[src/rtl/relu_wb_pkg.sv]
// Shared types and constants for the ReLU write-back scheduler.
// Lane-count helpers are used by relu_wb_sched with and without RELU_WB_ERR_EN.
package relu_wb_pkg;

  localparam int unsigned MAX_LANES = 4;
  localparam int unsigned LANE_W    = 2;

  typedef enum logic [1:0] {StIdle, StLoad, StWrite, StDone} state_e;

  function automatic logic [2:0] clamp_lanes(input logic [2:0] n);
    return (n > 3'(MAX_LANES)) ? 3'(MAX_LANES) : n;
  endfunction

  function automatic logic lanes_legal(input logic [2:0] n);
    return (n != 3'd0) && (n <= 3'(MAX_LANES));
  endfunction

endpackage

[src/rtl/relu_lane_cnt.sv]
// Lane index counter: clear, load of lane count, increment and last-lane flag.
module relu_lane_cnt
  import relu_wb_pkg::*;
(
  input  logic              clk,
  input  logic              rst,
  input  logic              clear,
  input  logic              load,
  input  logic [2:0]        max_in,
  input  logic              inc,
  output logic [LANE_W-1:0] idx,
  output logic [2:0]        max_lanes,
  output logic              last
);

  logic [LANE_W-1:0] idx_q;
  logic [2:0]        max_q;

  always_ff @(posedge clk or posedge rst) begin
    if (rst) begin
      idx_q <= '0;
      max_q <= '0;
    end else if (load) begin
      idx_q <= '0;
      max_q <= max_in;
    end else if (clear) begin
      idx_q <= '0;
    end else if (inc) begin
      idx_q <= idx_q + 1'b1;
    end
  end

  assign idx       = idx_q;
  assign max_lanes = max_q;
  // Three-bit compare so a count of four matches index three.
  assign last      = (({1'b0, idx_q} + 3'd1) == max_q);

endmodule

[src/rtl/relu_wb_sched.sv]
// ReLU write-back burst scheduler: one write per lane at base_addr + lane.
// Define RELU_WB_ERR_EN to reject illegal num_lanes with an err pulse; otherwise err is tied low.
module relu_wb_sched
  import relu_wb_pkg::*;
#(
  parameter int unsigned ADDR_W = 8
) (
  input  logic              clk,
  input  logic              rst,
  input  logic              start,
  input  logic              abort,
  input  logic [2:0]        num_lanes,
  input  logic [ADDR_W-1:0] base_addr,
  input  logic              wr_ready,
  output logic              wr_valid,
  output logic [ADDR_W-1:0] wr_addr,
  output logic [1:0]        sel_mux_relu,
  output logic              busy,
  output logic              done,
  output logic              err
);

  state_e            state_q, state_d;
  logic [ADDR_W-1:0] base_q;
  logic [LANE_W-1:0] idx;
  logic [2:0]        lanes;
  logic              last;
  logic              start_ok;
  logic [2:0]        lanes_eff;
  logic              cnt_load, cnt_clear, cnt_inc;

`ifdef RELU_WB_ERR_EN
  logic err_q;

  assign lanes_eff = num_lanes;
  assign start_ok  = start && !abort && lanes_legal(num_lanes);

  always_ff @(posedge clk or posedge rst) begin
    if (rst) begin
      err_q <= 1'b0;
    end else begin
      err_q <= (state_q == StIdle) && start && !abort && !lanes_legal(num_lanes);
    end
  end

  assign err = err_q;
`else
  assign lanes_eff = clamp_lanes(num_lanes);
  assign start_ok  = start && !abort;
  assign err       = 1'b0;
`endif

  relu_lane_cnt u_lane_cnt (
    .clk       (clk),
    .rst       (rst),
    .clear     (cnt_clear),
    .load      (cnt_load),
    .max_in    (lanes_eff),
    .inc       (cnt_inc),
    .idx       (idx),
    .max_lanes (lanes),
    .last      (last)
  );

  always_ff @(posedge clk or posedge rst) begin
    if (rst) begin
      state_q <= StIdle;
      base_q  <= '0;
    end else begin
      state_q <= state_d;
      if (cnt_load) base_q <= base_addr;
    end
  end

  always_comb begin
    state_d      = state_q;
    wr_valid     = 1'b0;
    wr_addr      = '0;
    sel_mux_relu = '0;
    busy         = 1'b1;
    done         = 1'b0;
    cnt_load     = 1'b0;
    cnt_clear    = 1'b0;
    cnt_inc      = 1'b0;
    unique case (state_q)
      StIdle: begin
        busy = 1'b0;
        if (start_ok) begin
          state_d  = StLoad;
          cnt_load = 1'b1;
        end
      end
      StLoad: begin
        if (abort) begin
          state_d   = StIdle;
          cnt_clear = 1'b1;
        end else if (lanes == 3'd0) begin
          state_d = StDone;
        end else begin
          state_d = StWrite;
        end
      end
      StWrite: begin
        wr_valid     = 1'b1;
        wr_addr      = base_q + ADDR_W'(idx);
        sel_mux_relu = idx;
        // Abort wins over a simultaneous acceptance.
        if (abort) begin
          state_d   = StIdle;
          cnt_clear = 1'b1;
        end else if (wr_ready) begin
          cnt_inc = 1'b1;
          if (last) state_d = StDone;
        end
      end
      StDone: begin
        done      = !abort;
        state_d   = StIdle;
        cnt_clear = 1'b1;
      end
      default: state_d = StIdle;
    endcase
  end

endmodule

[config.mk]
export PLATFORM = sky130hd
export DESIGN_NAME = relu_wb_sched
export DESIGN_NICKNAME = d
export VERILOG_FILES = /design/src/rtl/relu_wb_pkg.sv /design/src/rtl/relu_lane_cnt.sv /design/src/rtl/relu_wb_sched.sv
export SDC_FILE = /design/constraint.sdc
export NUM_CORES = 1
export LEC_CHECK = 0
export ABC_AREA = 1
export ABC_CLOCK_PERIOD_IN_PS = 2450
export CORE_MARGIN = 1.5
export CORE_UTILIZATION = 40
export DETAILED_ROUTE_END_ITERATION = 8
export GPL_TIMING_DRIVEN = 0
export PLACE_DENSITY = 0.75
export SYNTH_ARGS = -nofsm -noshare
export SYNTH_HDL_FRONTEND = slang
export SYNTH_SLANG_ARGS = --single-unit
[constraint.sdc]
create_clock -name clk -period 2.45 [get_ports clk]
set_input_delay 0.3675 -clock clk [delete_from_list [all_inputs] [get_ports clk]]
set_output_delay 0.3675 -clock clk [all_outputs]
set_load 0.02 [all_outputs]
After elaboration in Yosys (flattened, before gate mapping)
Cells that the tools add are included.

storage, ports and cells
  input bits = 16
  output and inout port bits = 14
  logic and storage cells = 45
  flip-flop bits (word level) = 15

cells by class
  multiplexer cells = 23
  reductions and logical operators = 7
  $lt $le $gt $ge = 1
  equal/unequal tests = 7
  add/subtract/negate cells = 3

operators with widths
  kind                                                                    number
  2-bit two-way mux                                                       9
  1-bit two-way mux                                                       10
  8-bit by 2-bit adder with 8-bit output                                  1
  8-bit two-way mux                                                       1
  2-bit one-hot mux with 4 select lines                                   1
  3-bit != test (second input constant)                                   2
  2-bit equality test (second input constant)                             2
  2-bit by 1-bit adder with 3-bit output (second input constant)          1
  3-bit equality test                                                     1
  3-bit > comparator (second input constant)                              1
  3-bit zero test                                                         1
  3-bit two-way mux                                                       1
  3-bit AND reduction                                                     1
  3-bit nonzero test                                                      1
  2-bit by 1-bit adder with 2-bit output (second input constant)          1
  2-bit by 1-bit equality test with 1-bit output (second input constant)  1
  2-bit zero test                                                         1
  2-bit != test (second input constant)                                   1
  1-bit one-hot mux with 2 select lines                                   1
  2-bit OR reduction                                                      1
  1-bit logical AND                                                       1
  1-bit zero test                                                         1

Depth between registers and ports, before layout
Gate-level depths: netlist of the first run.

  word-level depth = 6
  gate-level depth with buffers = 10
  depth with buffers taken out = 10

By module
Synthesis of the first run repeated with hierarchy kept, for this count alone.

unflattened totals
  cell total of the unflattened synthesis = 154
  area, all modules = 1,106.1 µm²

modules (own cells, without submodules)
  module         area each (µm²)  sequential area each (µm²)  cells an instance  instances
  relu_wb_sched  853.3            250.2                       126                1
  relu_lane_cnt  252.7            125.1                       28                 1

Least setup slack after synthesis of the first run
No wires, ideal clock.

  path type = register to output
  from = reg u_lane_cnt.idx_q[0] (netlist: u_lane_cnt.idx[0])
  to = out wr_addr[6]
  cell stages (with the launch flop) = 8
  setup slack = 449 ps
  arrival = 1,633 ps
  required time = 2,082 ps
  path through = dfrtp_1 > ha_1 > fa_1 > nand2_1 > nor2_1 > nand2_1 > o21ai_1 > a21oi_1

on the way
  word-level cells in the longest chain between the ends = 2

RTL lines
  element                                 line                  source
  start: declaration                      relu_lane_cnt.sv:16   logic [LANE_W-1:0] idx_q;
  start signal: assignment                relu_lane_cnt.sv:29   idx_q <= idx_q + 1'b1;
  8-bit by 2-bit adder with 8-bit output  relu_wb_sched.sv:105  wr_addr = base_q + ADDR_W'(idx);
  8-bit two-way mux                       relu_wb_sched.sv:85   unique case (state_q)
  end: declaration                        relu_wb_sched.sv:16   output logic [ADDR_W-1:0] wr_addr,

No other way between the ends.

Worst setup path in the final report of the first run
  from = reg state_q[0]
  to = out wr_addr[0]

on the way
  word-level cells in the longest chain between the ends = 2

RTL lines
  element                   line                 source
  start: declaration        relu_wb_sched.sv:23  state_e state_q, state_d;
  start signal: assignment  relu_wb_sched.sv:67  state_q <= StIdle;
  start signal: assignment  relu_wb_sched.sv:70  state_q <= state_d;
  2-bit equality test       relu_wb_sched.sv:85
  8-bit two-way mux         relu_wb_sched.sv:85

No other way between the ends.

==> flow_summary.yaml, run 1 <==
worst_setup_path:
  cp.required_ns: 2.08
  endpoint_kind: "output pin"
  cp_slowest_cell: "clkdlybuf4s50_1"
  worstPathMaxFanout: 10
  path_common_cell: "inv_1"
  cp-start-kind: "flip-flop"
  arrival_ns: 1.96
  timing_worst_setup_path_type: "flip-flop to output pin"
  path_cells: "inv_1, ha_1, clkbuf_4, nand2_1, inv_1, clkdlybuf4s50_1"
  cp_slowest_stage_delay_ns: 0.59
floorplanning:
  num_rows: 18
  core_um2: 2520
  die_w_um: 54.9
  num_io_pins: 30
  die_area_um2: 3010
  die_h_um: 54.9
  start_util_pct: 42.7
place:
  dp_cells: 205
  placed_area_um2: 1400
  dp_hpwl_um: 1740
  dpl_worst_slack_ns: -0.0201
  gp_congestion: 0.830
  port_buffers: 28
pwr:
  p_sw_mw: 0.481
  pwr-share-seq_pct: 38.2
  leakage_nw: 0.744
  swShare_pct: 42.8
  p_comb_share_pct: 49.0
  clockPowerShare_pct: 12.7
  power_density_nw_per_um2: 795
  ir_drop_v: 0.000462
  p_int_mw: 0.644
  total_power_mw: 1.13
clock_tree:
  clock_path_buffers: 2
  clkTransAtPathRegs_ns: 0.09
  ctsResizeCount: 10
  clkLatencyLatePin_ns: 0.29
  clkSinkCount: 15
  h-tree-depth: 1
  numCtsBuffers: 3
  post_cts.repair.setup_buffers: 0
  cts_root_buf: "clkbuf_4"
  cts_tree: "done"
  cts-hold-fix-buffers: 0
layout:
  final_cell_mix: "nand2_1, inv_1, clkdlybuf4s50_1, dfrtp_1, nor2_1"
  ff_latch_area_um2: 377
  drive_gt1_share_pct: 15.1
  nNetsFinal: 205
  fillers: 248
  layoutNonFillerInstCount: 209
  final_common_cell: "nand2_1"
  area_growth_pct: 31.5
  antenna_cells: 0
  fin_area_um2: 1420
  multi_input_area_um2: 562
sta:
  post-route-min-period_ns: 2.32
  layout_setup_ws_ns: 0.127
  slew_violations: 0
  finalCritPeriodShare_pct: 94.8
  hold_violations: 0
  maxSlewHeadroom_pct: 63.5
  rsz0062_at_grt: "false"
  fmaxAchievable_mhz: 430
  clock_skew_ns: 0.00138
  tightest_slew_ns: 0.547
  finalSetupViolations: 0
routing:
  vias: 979
  vias_per_cell: 4.68
  drt_iter0_markers: 22
  wirelength_um: 2190
  routedWlPerCell_um: 10.5
  drcViolationCount: 0
  drt_first_pass_iters: 4
  postRouteAntennaNets: 0
min_path:
  holdCritPathClass: "primary input to async pin"
synthesis:
  syn_inst: 147
  yosys_most_used_dff: "dfrtp_1"
  async_flop_share_pct: 100
  yosys_warnings: 0
  synth_seq_cells: 15
  seq_area_frac_synth_pct: 34.8
  syn_area_per_cell_um2: 7.33
  synth-edff-count: 0
  syn_nets: 172
  synth.distinct_cells: 23
  netlist_area_um2: 1080
grt:
  grt_max_degree: 16
  grt_usage_pct: 16.7
  grt_overflow: 0
  antenna_found_initial: 0
  grt_pass1_wl_um: 3580
  grt_pass1_vias: 890
run:
  maxCapViolCount: 0
run_status:
  status: "finished clean"
[cell usage after synthesis, types with 2 or more instances]
| cell | instances | area share (%) |
|---|---|---|
| dfrtp_1 | 15 | 35 |
| inv_2 | 5 | 1.7 |
| nand4_1 | 2 | 1.2 |
| nand2_1 | 45 | 16 |
| inv_1 | 22 | 7.7 |
| nand2_2 | 4 | 2.3 |
| o21ai_0 | 5 | 2.3 |
| nor2_1 | 10 | 3.5 |
| nand3_1 | 5 | 2.3 |
| o21ai_2 | 7 | 5.7 |
| a21oi_1 | 8 | 3.7 |
| ha_1 | 8 | 9.3 |
[kinds of logic (layout without fill, tap and decap cells)]
logic type | after synthesis | after routing | synth area share [%]
AO/OA/AOI/OAI | 21 | 21 | 12.2
XOR/XNOR | 1 | 1 | 0.813
adder cells (fa/ha/maj) | 9 | 9 | 11.2
buffers and inverters | 31 | 63 | 13.0
flip-flops | 15 | 15 | 34.8
other | 1 | 1 | 0.348
AND/OR/NAND/NOR | 69 | 69 | 27.6
[layout make-up]
type / instances / area share (%)
plain buffers: 3 / 2.47
clock buffers: 4 / 1.86
inverters: 28 / 7.60
multi-input cells: 101 / 39.7
flip-flops and latches: 15 / 26.6
well taps: 30 / 2.65
repair buffers: 28 / 19.2
[through the flow]
step                setup TNS (ns)  hold WS [ns]  util (%)
floorplan                        0         0.269         -
global placement           -0.0294         0.473      55.3
detailed placement         -0.0201         0.497      55.3
CTS                              0         0.438      56.2
global route                     0         0.490      56.2
finish                           0         0.414      56.2
[metal layers]
layer / share of wire, % / wire (um) / GRT usage (%) / up-vias
li1: - / - / - / 512
met1: 45 / 985 / 20.3 / 435
met2: 49 / 1070 / 30.0 / 30
met3: 5.2 / 114 / 2.42 / 2
met4: 0.78 / 17 / 6.10 / 0
met5: 0 / 0 / 0 / -
[worst max-delay path: cells and delay by family, from the launching register on]
| family | cells | cell delay (ns) |
|---|---|---|
| buffers and inverters | 4 | 0.97 |
| DFF | 1 | 0.42 |
| adders and majority gates | 1 | 0.22 |
| and+or+nand+nor | 1 | 0.07 |
[path summary, 6_finish.rpt]
kind                       slack [ns]  depth (start not counted)                                   to                     startpoint
hold / removal                   0.41                          2  u_lane_cnt.max_lanes[0]$_DFFE_PP0P_                            rst
max in group asynchronous        1.64                          2        u_lane_cnt.idx[0]$_DFFE_PP0P_                            rst
setup reg to reg                 1.02                         10               state_q[0]$_DFFE_PP0P_  u_lane_cnt.idx[1]$_DFFE_PP0P_
min in group clk                 0.51                          2                base_q[0]$_DFFE_PP0P_          base_q[0]$_DFFE_PP0P_
hold reg to reg                  0.51                          2                base_q[0]$_DFFE_PP0P_          base_q[0]$_DFFE_PP0P_
setup / recovery                 0.13                          6                           wr_addr[0]         state_q[0]$_DFFE_PP0P_
[power groups by stage]
stage,clock network [mW],registers [mW],logic [mW]
5_1_grt,0.155,0.445,0.624
2_1_floorplan,0,0.418,0.406
3_3_place_gp,0,0.430,0.536
4_1_cts,0.146,0.430,0.551
3_5_place_dp,0,0.434,0.556
6_report,0.143,0.430,0.552
[flip-flops by register name, summed over array words and instances, names as in the netlist]
| register | count |
|---|---|
| u_lane_cnt.max_lanes | 3 |
| u_lane_cnt.idx | 2 |
| state_q | 2 |
| base_q | 8 |
(Power assumes the default switching activity.)
==> run 2: changes to the inputs <==
--- a/config.mk
+++ b/config.mk
@@ -7,11 +7,14 @@
 export LEC_CHECK = 0
 export ABC_AREA = 1
 export ABC_CLOCK_PERIOD_IN_PS = 2450
+export CORE_ASPECT_RATIO = 0.6
 export CORE_MARGIN = 1.5
 export CORE_UTILIZATION = 40
+export CTS_CLUSTER_SIZE = 12
 export DETAILED_ROUTE_END_ITERATION = 8
 export GPL_TIMING_DRIVEN = 0
-export PLACE_DENSITY = 0.75
+export PLACE_DENSITY = 0.74
 export SYNTH_ARGS = -nofsm -noshare
 export SYNTH_HDL_FRONTEND = slang
+export SYNTH_HIERARCHICAL = 1
 export SYNTH_SLANG_ARGS = --single-unit
==> run 2 against run 1 <==
Against the previous run: synthesized area rose by 2.7%; die area up 2.9%; cell area is 4.0% higher; combinational power decreased by 1%; synthesized cell count is 4.8% higher; count of clock-buffer cells in the layout decreased by 1; largest power group unchanged; critical path depth stayed put; register-to-register slack got worse by 0.22 ns; via count down 2.6%; non-clock buffer count grew 1; sequential share of layout area fell by 1.1 points; largest cell class unchanged; sequential cell count did not move.
==> flow_summary.yaml, run 2 <==
synthesis:
  synth.distinct_cells: 26
  netlist.top_cell.by_area: "dfrtp_1"
  syn_inst: 154
  yosys.area_share.simple_pct: 29.1
  synthAdderAreaFrac_pct: 10.9
  yosys_warnings: 6
  synth_compound_area_share_pct: 8.03
  synth_top_family_by_area: "simple AND/OR/NAND/NOR gates"
  syn_area_per_cell_um2: 7.18
  yosysTopAreaCellShare_pct: 33.9
  yosys_most_used_dff: "dfrtp_1"
  syn_nets: 179
  async_flop_share_pct: 100
  yosysMostFrequentCell: "nand2_1"
  synth-edff-count: 0
  synthTopCellsByArea: "dfrtp_1, nand2_1, inv_1"
  seq_area_frac_synth_pct: 33.9
  synth.area.mux_share_pct: 2.04
  synth_seq_cells: 15
  synth-xor-area-share_pct: 2.38
  yosys-top-cells-count: "nand2_1, inv_1, dfrtp_1, nor2_1, ha_1"
  netlist_area_um2: 1110
sta:
  fmaxAchievable_mhz: 430
  rsz0062_at_grt: "false"
  post-route-min-period_ns: 2.32
  clock_skew_ns: 0.00506
  finalCritPeriodShare_pct: 94.8
  finalSetupViolations: 0
  fin_setup_tns_ns: 0
  hold_violations: 0
  layout_setup_ws_ns: 0.127
  slew_violations: 0
clock_tree:
  cts_tree: "done"
  ctsResizeCount: 5
  cts_root_buf: "clkbuf_8"
  cts-hold-fix-buffers: 0
  clkSinkCount: 15
  h-tree-depth: 1
  clkLatencyLatePin_ns: 0.25
  numCtsBuffers: 3
  post_cts.repair.setup_buffers: 0
  clock_path_buffers: 2
  clkTransAtPathRegs_ns: 0.06
layout:
  drive_gt1_share_pct: 11.8
  regMostFlops: "base_q"
  nNetsFinal: 212
  final_cell_mix: "nand2_1, inv_1, clkdlybuf4s50_1, nor2_1, dfrtp_1"
  fillers: 243
  area_growth_pct: 33.1
  largest_reg_flops: 8
  antenna_cells: 0
  final_common_cell: "nand2_1"
  ff_latch_area_um2: 375
  multi_input_area_um2: 586
  fin_area_um2: 1470
grt:
  grt_max_degree: 15
  grt_pass1_wl_um: 3900
  grt_overflow: 0
  antenna_found_initial: 0
  grt_usage_pct: 16.1
  grt_pass1_vias: 893
routing:
  drcViolationCount: 0
  vias_per_cell: 4.38
  routedWlPerCell_um: 10.2
  drt_iter0_markers: 30
  wirelength_um: 2210
  drt_first_pass_iters: 4
  vias: 954
  postRouteAntennaNets: 0
worst_setup_path:
  timing_worst_setup_path_type: "flip-flop to output pin"
  cp_slowest_cell: "dfrtp_1"
  path_cells: "ha_1, fa_1, nand2_1, inv_1, nor2_1, dlygate4sd2_1"
  cp-start-kind: "flip-flop"
  arrival_ns: 1.96
  endpoint_kind: "output pin"
  path_delay_family: "adder cells"
  critPathBufInv: 2
  cp_slowest_stage_delay_ns: 0.46
  worstPathMaxFanout: 6
  cp.required_ns: 2.08
pwr:
  p_comb_share_pct: 45.1
  clockPowerShare_pct: 16.6
  leakage_nw: 0.820
  pwr-share-seq_pct: 38.3
  ir_drop_v: 0.000428
  power_density_nw_per_um2: 818
  swShare_pct: 41.0
  p_sw_mw: 0.494
  p_int_mw: 0.711
  total_power_mw: 1.20
floorplanning:
  core_um2: 2560
  die_w_um: 70.9
  start_util_pct: 43.2
  num_io_pins: 30
  num_rows: 14
  die_h_um: 43.7
  die_area_um2: 3100
place:
  dpl_worst_slack_ns: -0.00871
  placed_area_um2: 1430
  port_buffers: 28
  gp_congestion: 0.872
  dp_hpwl_um: 1840
run_status:
  status: "finished clean"
run:
  maxCapViolCount: 0
min_path:
  holdCritPathClass: "primary input to async pin"
run 2: layer usage:
metal / part of all wire [%] / up-vias / global-route usage (%) / wire [um]
met5: 0 / - / 0 / 0
met4: 0.36 / 0 / 2.26 / 8
met3: 4.3 / 2 / 4.88 / 95
met2: 41 / 16 / 23.9 / 918
met1: 54 / 410 / 23.9 / 1190
li1: - / 526 / - / -
run 2: stage by stage:
step | hold slack, ns | utilization (%) | cells
4_1_cts | 0.357 | 57.4 | 218
6_report | 0.355 | 57.6 | 218
2_1_floorplan | 0.146 | - | 154
5_1_grt | 0.397 | 57.6 | 218
3_5_place_dp | 0.479 | 55.8 | 214
3_3_place_gp | 0.479 | 55.8 | 214
run 2: cell type report:
type	instances	area share, %
plain buffers	4	2.63
clock buffers	3	2.80
clock inverters	1	0.340
inverters	29	7.56
multi-input cells	106	39.8
flip-flops and latches	15	25.5
well taps	32	2.72
repair buffers	28	18.7
run 2: power groups by stage:
stage	Combinational [mW]	Sequential, mW	Clock (mW)
after global routing	0.627	0.484	0.214
after floorplan	0.407	0.437	0
after CTS	0.550	0.460	0.206
after detailed placement	0.550	0.465	0
final	0.544	0.461	0.200
after global placement	0.539	0.462	0
run 2: final timing paths:
kind                                                        to                          start  depth (start not counted)  slack [ns]
setup / recovery                                    wr_addr[2]  u_lane_cnt/idx[0]$_DFFE_PP0P_                          6        0.13
hold / removal                   u_lane_cnt/idx[1]$_DFFE_PP0P_                            rst                          2        0.35
setup reg to reg           u_lane_cnt/max_lanes[1]$_DFFE_PP0P_         state_q[0]$_DFFE_PP0P_                          6        0.80
hold reg to reg                          base_q[0]$_DFFE_PP0P_          base_q[0]$_DFFE_PP0P_                          2        0.49
max in group asynchronous                base_q[7]$_DFFE_PP0P_                            rst                          2        1.74
min in group clk                         base_q[0]$_DFFE_PP0P_          base_q[0]$_DFFE_PP0P_                          2        0.49
run 2: cell families (layout without fill, tap and decap cells):
logic type	after synthesis	after routing
flops	15	15
other cells	1	1
buf+inv	33	65
fa+ha+maj	9	9
compound gates	14	14
xor+xnor	3	3
simple gates	77	77
mux	2	2
==> run 3: changes to the inputs <==
--- a/config.mk
+++ b/config.mk
@@ -12,6 +12,7 @@
 export CORE_UTILIZATION = 40
 export CTS_CLUSTER_SIZE = 12
 export DETAILED_ROUTE_END_ITERATION = 8
+export GPL_ROUTABILITY_DRIVEN = 0
 export GPL_TIMING_DRIVEN = 0
 export PLACE_DENSITY = 0.74
 export SYNTH_ARGS = -nofsm -noshare
==> results of run 3 <==
No change in the layout: final DEF, timing and power equal those of run 2.
